<file path="src/rtl/multicycle_control_unit.sv">
// Main-FSM controller for the multicycle ARM datapath: sequences the instruction steps,
// decodes Op/Funct, owns the NZCV flag register and condition-gates every architectural write.
module multicycle_control_unit #(
  parameter logic [3:0] FLAGS_RST = 4'b0000
) (
  input  logic       clk,
  input  logic       rst,
  input  logic [3:0] Cond,
  input  logic [3:0] ALUFlags,
  input  logic [1:0] Op,
  input  logic [5:0] Funct,
  input  logic [3:0] Rd,
  output logic       PCWrite,
  output logic       IRWrite,
  output logic       RegWrite,
  output logic       MemWrite,
  output logic       AdrSrc,
  output logic [1:0] ALUSrcA,
  output logic [1:0] ALUSrcB,
  output logic [1:0] ResultSrc,
  output logic [1:0] ImmSrc,
  output logic [1:0] RegSrc,
  output logic [1:0] ALUControl
);

  typedef enum logic [3:0] {
    S_FETCH, S_DECODE, S_MEMADR, S_MEMREAD, S_MEMWB, S_MEMWRITE,
    S_EXECR, S_EXECI, S_ALUWB, S_BRANCH, S_UNKNOWN
  } state_t;

  state_t     state_q, state_d;
  logic [3:0] flags_q, flags_d;

  logic [1:0] cmd_alu;
  logic       no_write, cv_upd, cond_ex, in_exec;
  logic       next_pc, ir_w, reg_w, mem_w, branch, adr_src;
  logic [1:0] src_a, src_b, res_src, alu_ctl;

  always_ff @(posedge clk or negedge rst) begin
    if (!rst) begin
      state_q <= S_FETCH;
      flags_q <= FLAGS_RST;
    end else begin
      state_q <= state_d;
      flags_q <= flags_d;
    end
  end

  always_comb begin
    state_d = S_FETCH;
    case (state_q)
      S_FETCH:  state_d = S_DECODE;
      S_DECODE: begin
        case (Op)
          2'b01:   state_d = S_MEMADR;
          2'b10:   state_d = S_BRANCH;
          2'b00:   state_d = Funct[5] ? S_EXECI : S_EXECR;
          default: state_d = S_UNKNOWN;
        endcase
      end
      S_MEMADR:  state_d = Funct[0] ? S_MEMREAD : S_MEMWRITE;
      S_MEMREAD: state_d = S_MEMWB;
      S_EXECR:   state_d = S_ALUWB;
      S_EXECI:   state_d = S_ALUWB;
      default:   state_d = S_FETCH;
    endcase
  end

  // Unrecognised commands fall back to a harmless ADD that never writes a register.
  always_comb begin
    cmd_alu  = 2'b00;
    no_write = 1'b0;
    cv_upd   = 1'b0;
    case (Funct[4:1])
      4'b0100: begin cmd_alu = 2'b00; cv_upd = 1'b1; end
      4'b0010: begin cmd_alu = 2'b01; cv_upd = 1'b1; end
      4'b0000: cmd_alu = 2'b10;
      4'b1100: cmd_alu = 2'b11;
      4'b1010: begin cmd_alu = 2'b01; no_write = 1'b1; cv_upd = 1'b1; end
      default: no_write = 1'b1;
    endcase
  end

  always_comb begin
    cond_ex = 1'b0;
    case (Cond)
      4'b0000: cond_ex = flags_q[2];
      4'b0001: cond_ex = ~flags_q[2];
      4'b0010: cond_ex = flags_q[1];
      4'b0011: cond_ex = ~flags_q[1];
      4'b0100: cond_ex = flags_q[3];
      4'b0101: cond_ex = ~flags_q[3];
      4'b0110: cond_ex = flags_q[0];
      4'b0111: cond_ex = ~flags_q[0];
      4'b1000: cond_ex = flags_q[1] & ~flags_q[2];
      4'b1001: cond_ex = ~flags_q[1] | flags_q[2];
      4'b1010: cond_ex = (flags_q[3] == flags_q[0]);
      4'b1011: cond_ex = (flags_q[3] != flags_q[0]);
      4'b1100: cond_ex = ~flags_q[2] & (flags_q[3] == flags_q[0]);
      4'b1101: cond_ex = flags_q[2] | (flags_q[3] != flags_q[0]);
      4'b1110: cond_ex = 1'b1;
      default: cond_ex = 1'b0;
    endcase
  end

  assign in_exec = (state_q == S_EXECR) || (state_q == S_EXECI);

  // Flags commit on the edge leaving EXECUTE, gated by the condition seen before the update.
  always_comb begin
    flags_d = flags_q;
    if (in_exec && cond_ex && Funct[0]) begin
      flags_d[3:2] = ALUFlags[3:2];
      if (cv_upd) flags_d[1:0] = ALUFlags[1:0];
    end
  end

  always_comb begin
    next_pc = 1'b0;
    ir_w    = 1'b0;
    reg_w   = 1'b0;
    mem_w   = 1'b0;
    branch  = 1'b0;
    adr_src = 1'b0;
    src_a   = 2'b00;
    src_b   = 2'b00;
    res_src = 2'b00;
    alu_ctl = 2'b00;
    case (state_q)
      S_FETCH: begin
        ir_w = 1'b1; next_pc = 1'b1;
        src_a = 2'b01; src_b = 2'b10; res_src = 2'b10;
      end
      S_DECODE: begin
        src_a = 2'b01; src_b = 2'b10; res_src = 2'b10;
      end
      S_MEMADR:   src_b = 2'b01;
      S_MEMREAD:  adr_src = 1'b1;
      S_MEMWB:    begin res_src = 2'b01; reg_w = 1'b1; end
      S_MEMWRITE: begin adr_src = 1'b1; mem_w = 1'b1; end
      S_EXECR:    alu_ctl = cmd_alu;
      S_EXECI:    begin src_b = 2'b01; alu_ctl = cmd_alu; end
      S_ALUWB:    reg_w = ~no_write;
      S_BRANCH:   begin src_b = 2'b01; res_src = 2'b10; branch = 1'b1; end
      default:    ;
    endcase
  end

  // Enables are held low combinationally while reset is asserted.
  assign PCWrite    = rst & (next_pc | ((branch | (reg_w & (Rd == 4'd15))) & cond_ex));
  assign IRWrite    = rst & ir_w;
  assign RegWrite   = rst & reg_w & cond_ex;
  assign MemWrite   = rst & mem_w & cond_ex;
  assign AdrSrc     = adr_src;
  assign ALUSrcA    = src_a;
  assign ALUSrcB    = src_b;
  assign ResultSrc  = res_src;
  assign ALUControl = alu_ctl;
  assign ImmSrc     = Op;
  assign RegSrc     = {(Op == 2'b01), (Op == 2'b10)};

endmodule
</file>
<file path="config.mk">
export PLATFORM = sky130hd
export DESIGN_NAME = multicycle_control_unit
export DESIGN_NICKNAME = d
export VERILOG_FILES = /design/src/rtl/multicycle_control_unit.sv
export SDC_FILE = /design/constraint.sdc
export NUM_CORES = 1
export LEC_CHECK = 0
export BUFFER_PORTS_ARGS = -buffer_cell sky130_fd_sc_hd__buf_2
export CORE_MARGIN = 5
export CORE_UTILIZATION = 45
export DETAILED_ROUTE_END_ITERATION = 10
export PLACE_DENSITY_LB_ADDON = 0.08
export SYNTH_ARGS = -nofsm -noshare
export SYNTH_HDL_FRONTEND = slang
export SYNTH_SLANG_ARGS = --single-unit
</file>
<file path="constraint.sdc">
create_clock -name clk -period 2.5 [get_ports clk]
set_input_delay 0.375 -clock clk [delete_from_list [all_inputs] [get_ports clk]]
set_output_delay 0.375 -clock clk [all_outputs]
set_load 0.01 [all_outputs]
</file>
# After elaboration in Yosys (flattened, before gate mapping)
# Cells that the tools add are included.
word_totals:
  regBits: 8
  input_bits: 22
  out_inout_bits: 17
  word_cells: 85
op_classes:
  eq_ne: 32
  muxes: 16
  bitwise_logic: 18
  n_reduce_logical: 16
ops:
  columns: ["cell", "n"]
  rows:
  - ["$eq A4 B4 Y1 const B", 12]
  - ["$eq A4 B3 Y1 const B", 9]
  - ["$eq A4 B2 Y1 const B", 5]
  - ["$pmux W4 S5", 1]
  - ["$pmux W1 S15", 1]
  - ["$logic_not A4 Y1", 3]
  - ["$pmux W4 S3", 1]
  - ["$and A1 B1 Y1", 10]
  - ["$reduce_or A3 Y1", 3]
  - ["$eq A4 B1 Y1 const B", 2]
  - ["$pmux W2 S2", 2]
  - ["$reduce_or A2 Y1", 4]
  - ["$mux W1", 7]
  - ["$pmux W2 S3", 1]
  - ["$not A1 Y1", 4]
  - ["$or A1 B1 Y1", 4]
  - ["$reduce_or A4 Y1", 1]
  - ["$mux W3", 1]
  - ["$eq A2 B1 Y1 const B", 1]
  - ["$eq A2 B2 Y1 const B", 1]
  - ["$logic_and A1 B1 Y1", 2]
  - ["$logic_not A2 Y1", 1]
  - ["$mux W2", 1]
  - ["$pmux W1 S2", 1]
  - ["other kinds (4)", 4]

# Depth between registers and ports, before layout
logic_depth:
  word_depth: 8
  depth_mapped: 7
  ltp_nobuf: 6

# Worst setup path after synthesis
# Ideal clock, no wire load.
synth_path:
  path_kind: "in2out"
  startpoint: "input Cond[0]"
  endpoint: "output RegWrite"
  arrival_time_ns: 1.856
  required_time_ns: 2.125
  slack_ns: 0.269
  path_stages: 6
  n_path_buf: 1
  cell_sequence: "buf_2 > nand2b_1 > o32a_1 > a311o_1 > and4b_4 > nor4_1"
synth_between:
  elab_chain_len: 3
  elab_cells_between_ends: 17
  classes_between: "14 x eq/ne; 1 x mux; 1 x bitwise; 1 x reduce/logical"
synth_rtl:
  columns: ["element", "line", "text"]
  rows:
  - ["start: declaration", "8", "input logic [3:0] Cond,"]
  - ["$eq A4 B4 Y1, or another cell as far along", "86", "case (Cond)"]
  - ["$pmux W1 S15 *", "86", null]
  - ["$and A1 B1 Y1 *", "151", "assign RegWrite = rst & reg_w & cond_ex;"]
  - ["end: declaration", "15", "output logic RegWrite,"]
# Mark *: on every way between the ends. The rest lies on a longest branch, timed or not.

# Worst setup path after layout
layout_path:
  startpoint: "register flags_q[0]"
  endpoint: "output RegWrite"
layout_between:
  elab_chain_len: 4
  elab_cells_between_ends: 7
  classes_between: "2 x eq/ne; 1 x mux; 4 x bitwise"
layout_rtl:
  columns: ["element", "line", "text"]
  rows:
  - ["start: declaration", "32", "logic [3:0] flags_q, flags_d;"]
  - ["start signal: assignment", "45", "flags_q <= flags_d;"]
  - ["$ne A1 B1 Y1 / $eq A1 B1 Y1 (equally long branches)", null, null]
  - ["$or A1 B1 Y1 / $and A1 B1 Y1 (equally long branches)", "100, 99", null]
  - ["$pmux W1 S15 *", "86", null]
  - ["$and A1 B1 Y1 *", "151", null]
# Marked as above.

==> results.rst <==
.. list-table::
   :header-rows: 1

   * - Metric
     - Value
   * - Number of pins exceeding their max-slew limit in the final report
     - 0
   * - Number of placement rows
     - 15
   * - CTS tree
     - built
   * - Overall power of the completed layout
     - 893 uW
   * - Fin. Hold Viols
     - 0
   * - Final min period
     - 2.36 ns
   * - Pwr/cell area
     - 849 nW/um^2
   * - Total wirelength of the detailed-routed design
     - 1920 um
   * - Clock root cell
     - sky130_fd_sc_hd__clkbuf_4
   * - Maximum clock path buffer count
     - 2
   * - Cells on Worst Hold Path
     - 2
   * - Proportion of synthesized flip-flops having asynchronous set or reset
     - 1.00
   * - Pin count of the biggest net entering global routing
     - 14
   * - Worst skew pair latency
     - 0.24 ns
   * - Aggregate negative setup slack
     - 0 ns
   * - Multi-input logic area
     - 567 sq um
   * - Setup repair after global routing missed its margin
     - no
   * - Sequential-to-total area share from yosys stat
     - 0.250
   * - Worst hold path class
     - in -> reg
   * - Worst EP arrival
     - 1.99 ns
   * - Avg Inst Size Synth
     - 7.71 sq um
   * - Height of the chip
     - 52.2 um
   * - Initial antenna violation count
     - 0
   * - Max Clock Skew
     - 0.00250 ns
   * - Share of the clock period used by the worst path after layout
     - 0.944
   * - Warnings, synthesis
     - 0
   * - Pre-Repair DR Iteration Count
     - 4
   * - Filler instances
     - 162
   * - Fraction of synthesized cell area taken by the top area cell type
     - 0.250
   * - Antenna Cells
     - 0
   * - Per-cell via count in the routed design
     - 5.23
   * - Full die area
     - 2730 sq um
   * - Synthesized flop and latch total
     - 8
   * - Count of endpoints failing setup in the final report
     - 0
   * - Cell area after technology mapping
     - 802 sq um
   * - Area occupied by registers
     - 203 sq um
   * - Setup WS pre-CTS
     - 0.211 ns
   * - Wire length of the first global-routing pass
     - 3110 um
   * - Number of distinct library cells after synthesis
     - 40
   * - Violation count after the first detailed-route iteration
     - 16
   * - Kind of critical path
     - reg -> out
   * - Final HPWL DP
     - 1560 um
   * - CTS sink cnt
     - 8
   * - Number of maximum-capacitance constraint violations
     - 0
   * - Depth of the worst register-to-register path
     - 7
   * - Number of global-route vias before repair
     - 755
   * - Status
     - complete, no violations
   * - Placeable core region
     - 1710 sq um
   * - Detail Route Antenna Nets
     - 0
   * - Number of buffers created by CTS
     - 3
   * - Quantity of I/O buffers inserted on ports
     - 37
   * - Placer Congestion
     - 0.796
   * - Global routing usage summed across all routing layers
     - 0.145
   * - Crit path setup slack, layout
     - 0.140 ns
   * - Element type at the critical path end
     - output port
   * - Layout cell share with drive strength beyond 1
     - 0.396
   * - Top-level I/O count
     - 39
   * - Clock transition at the registers of the reported paths
     - 0.05 ns
   * - GRT Residual Overflow
     - 0
   * - Most frequently used flop master after synthesis
     - sky130_fd_sc_hd__dfrtp_1
   * - Hold Slack
     - 0.350 ns
   * - Net count reported at finish
     - 163
   * - Wire length per cell
     - 11.7 um
   * - Maximum vdd ir drop
     - 597 uV
   * - Number of standard cells after synthesis
     - 104
   * - Highest clock frequency the design can meet
     - 424 MHz
   * - Initial standard-cell utilization of the core
     - 0.470
   * - Worst setup SP type
     - flop
   * - Reported leakage power
     - 0.484 nW
   * - Synth top area cells
     - sky130_fd_sc_hd__dfrtp_1 (25%), sky130_fd_sc_hd__mux2_1 (5.6%), sky130_fd_sc_hd__nor2b_1 (5.5%), sky130_fd_sc_hd__nor2_1 (5.1%), sky130_fd_sc_hd__nand2b_1 (4.7%)
   * - Number of synthesized flops with an enable pin
     - 0
   * - Maximum level of the CTS H-tree
     - 1
   * - Mapped Nets
     - 126
   * - Top cell type by total area after synthesis
     - sky130_fd_sc_hd__dfrtp_1
   * - DR DRC count
     - 0
   * - Worst EP required
     - 2.12 ns
   * - Highest fanout seen on the critical path
     - 5
   * - Vias after detailed routing
     - 858
   * - Overall die width
     - 52.2 um
   * - Layout overhead on the synthesized area
     - 31.2%
state kept, by name, indices dropped and copies added, names as in the netlist:
| signal | count |
|---|---|
| flags_q | 4 |
| state_q | 4 |
critical path: stages (launching register included):
cell                      delay [ns]
sky130_fd_sc_hd__dfrtp_2        0.44
sky130_fd_sc_hd__xnor2_2        0.23
sky130_fd_sc_hd__xnor2_1        0.09
sky130_fd_sc_hd__or4_1          0.40
sky130_fd_sc_hd__and4b_4        0.23
sky130_fd_sc_hd__nor4_2         0.18
sky130_fd_sc_hd__buf_2          0.16
synthesized netlist by cell type, types with 2 or more instances:
| cell | count |
|---|---|
| sky130_fd_sc_hd__a21oi_1 | 6 |
| sky130_fd_sc_hd__buf_4 | 3 |
| sky130_fd_sc_hd__clkbuf_1 | 4 |
| sky130_fd_sc_hd__dfrtp_1 | 8 |
| sky130_fd_sc_hd__inv_1 | 3 |
| sky130_fd_sc_hd__mux2_1 | 4 |
| sky130_fd_sc_hd__mux2i_1 | 2 |
| sky130_fd_sc_hd__nand2_1 | 5 |
| sky130_fd_sc_hd__nand2b_1 | 6 |
| sky130_fd_sc_hd__nand3_1 | 5 |
| sky130_fd_sc_hd__nor2_1 | 11 |
| sky130_fd_sc_hd__nor2_4 | 2 |
| sky130_fd_sc_hd__nor2b_1 | 7 |
| sky130_fd_sc_hd__nor3_1 | 4 |
| sky130_fd_sc_hd__nor4_1 | 3 |
| sky130_fd_sc_hd__o21ai_0 | 4 |
| sky130_fd_sc_hd__or3b_2 | 2 |
| sky130_fd_sc_hd__xnor2_1 | 3 |
per-stage QoR:
| stage | util | instance area, sq um | std cells |
|---|---|---|---|
| floorplan | - | 802 | 104 |
| global placement | 0.574 | 980 | 158 |
| detailed placement | 0.574 | 980 | 158 |
| CTS | 0.597 | 1020 | 162 |
| global route | 0.616 | 1050 | 164 |
| finish | 0.616 | 1050 | 164 |
cell families (layout without fill, tap and decap cells):
group                     Yosys count  after routing  share of synthesized area
AOI/OAI and AO/OA                  19             19                      0.156
buffers and inverters              12             47                     0.0717
and+or+nand+nor                    54             54                      0.393
other                               1              1                    0.00468
xor gates and xnor gates            4              4                     0.0437
DFF                                 8              8                      0.250
muxes                               6              6                     0.0811
power breakdown:
| part | internal [mW] | switching [mW] |
|---|---|---|
| clock | 0.0544 | 0.0359 |
| sequential | 0.179 | 0.0893 |
| combinational | 0.254 | 0.281 |
| total | 0.487 | 0.406 |
cell type report:
class,count,area share
well taps,25,0.0297
flip-flops and latches,8,0.193
multi-input cells,84,0.539
inverters,3,0.0107
repair buffers,41,0.207
clock buffers,3,0.0214
routing by layer:
layer	vias up	GRT usage	routed length [um]
met5	-	0	0
met4	0	0.0383	9
met3	2	0.0228	148
met2	25	0.241	889
met1	390	0.196	874
li1	441	-	-
cells in the final DEF, fill, tap and decap left out, types with 2 or more instances in the layout:
cell / instances
sky130_fd_sc_hd__buf_2: 37
sky130_fd_sc_hd__nor2_1: 11
sky130_fd_sc_hd__nor2b_1: 7
sky130_fd_sc_hd__a21oi_1: 6
sky130_fd_sc_hd__dfrtp_1: 6
sky130_fd_sc_hd__nand2b_1: 5
sky130_fd_sc_hd__nand2_1: 5
sky130_fd_sc_hd__nand3_1: 5
sky130_fd_sc_hd__o21ai_0: 4
sky130_fd_sc_hd__nor3_1: 4
sky130_fd_sc_hd__mux2_1: 4
sky130_fd_sc_hd__inv_1: 3
sky130_fd_sc_hd__clkbuf_4: 3
sky130_fd_sc_hd__buf_4: 3
sky130_fd_sc_hd__or3b_2: 2
sky130_fd_sc_hd__mux2i_1: 2
sky130_fd_sc_hd__nor4_1: 2
sky130_fd_sc_hd__xnor2_1: 2
sky130_fd_sc_hd__nor2_4: 2
sky130_fd_sc_hd__dfrtp_2: 2
worst paths after layout:
check / startpoint / endpoint / slack [ns]
max in group asynchronous: rst / state_q[2] / 1.81
min in group asynchronous: rst / flags_q[2] / 0.50
worst max-delay path: flags_q[0] / RegWrite / 0.14
worst min register to register: flags_q[1] / flags_q[1] / 0.51
worst min-delay path: ALUFlags[3] / flags_q[3] / 0.35
worst max register to register: flags_q[0] / flags_q[0] / 0.40
timing repair:
| item | CTS | global route |
|---|---|---|
| endpoints found under the setup margin | 1 | 2 |
| cloned | 0 | 0 |
| hold buffers | 1 | 0 |
| gates resized for setup | 1 | 6 |
| pin swaps | 0 | 1 |
| hold endpoints to repair | 8 | 0 |
| setup buffers | 0 | 2 |
Power figures use the tool's default switching activity.
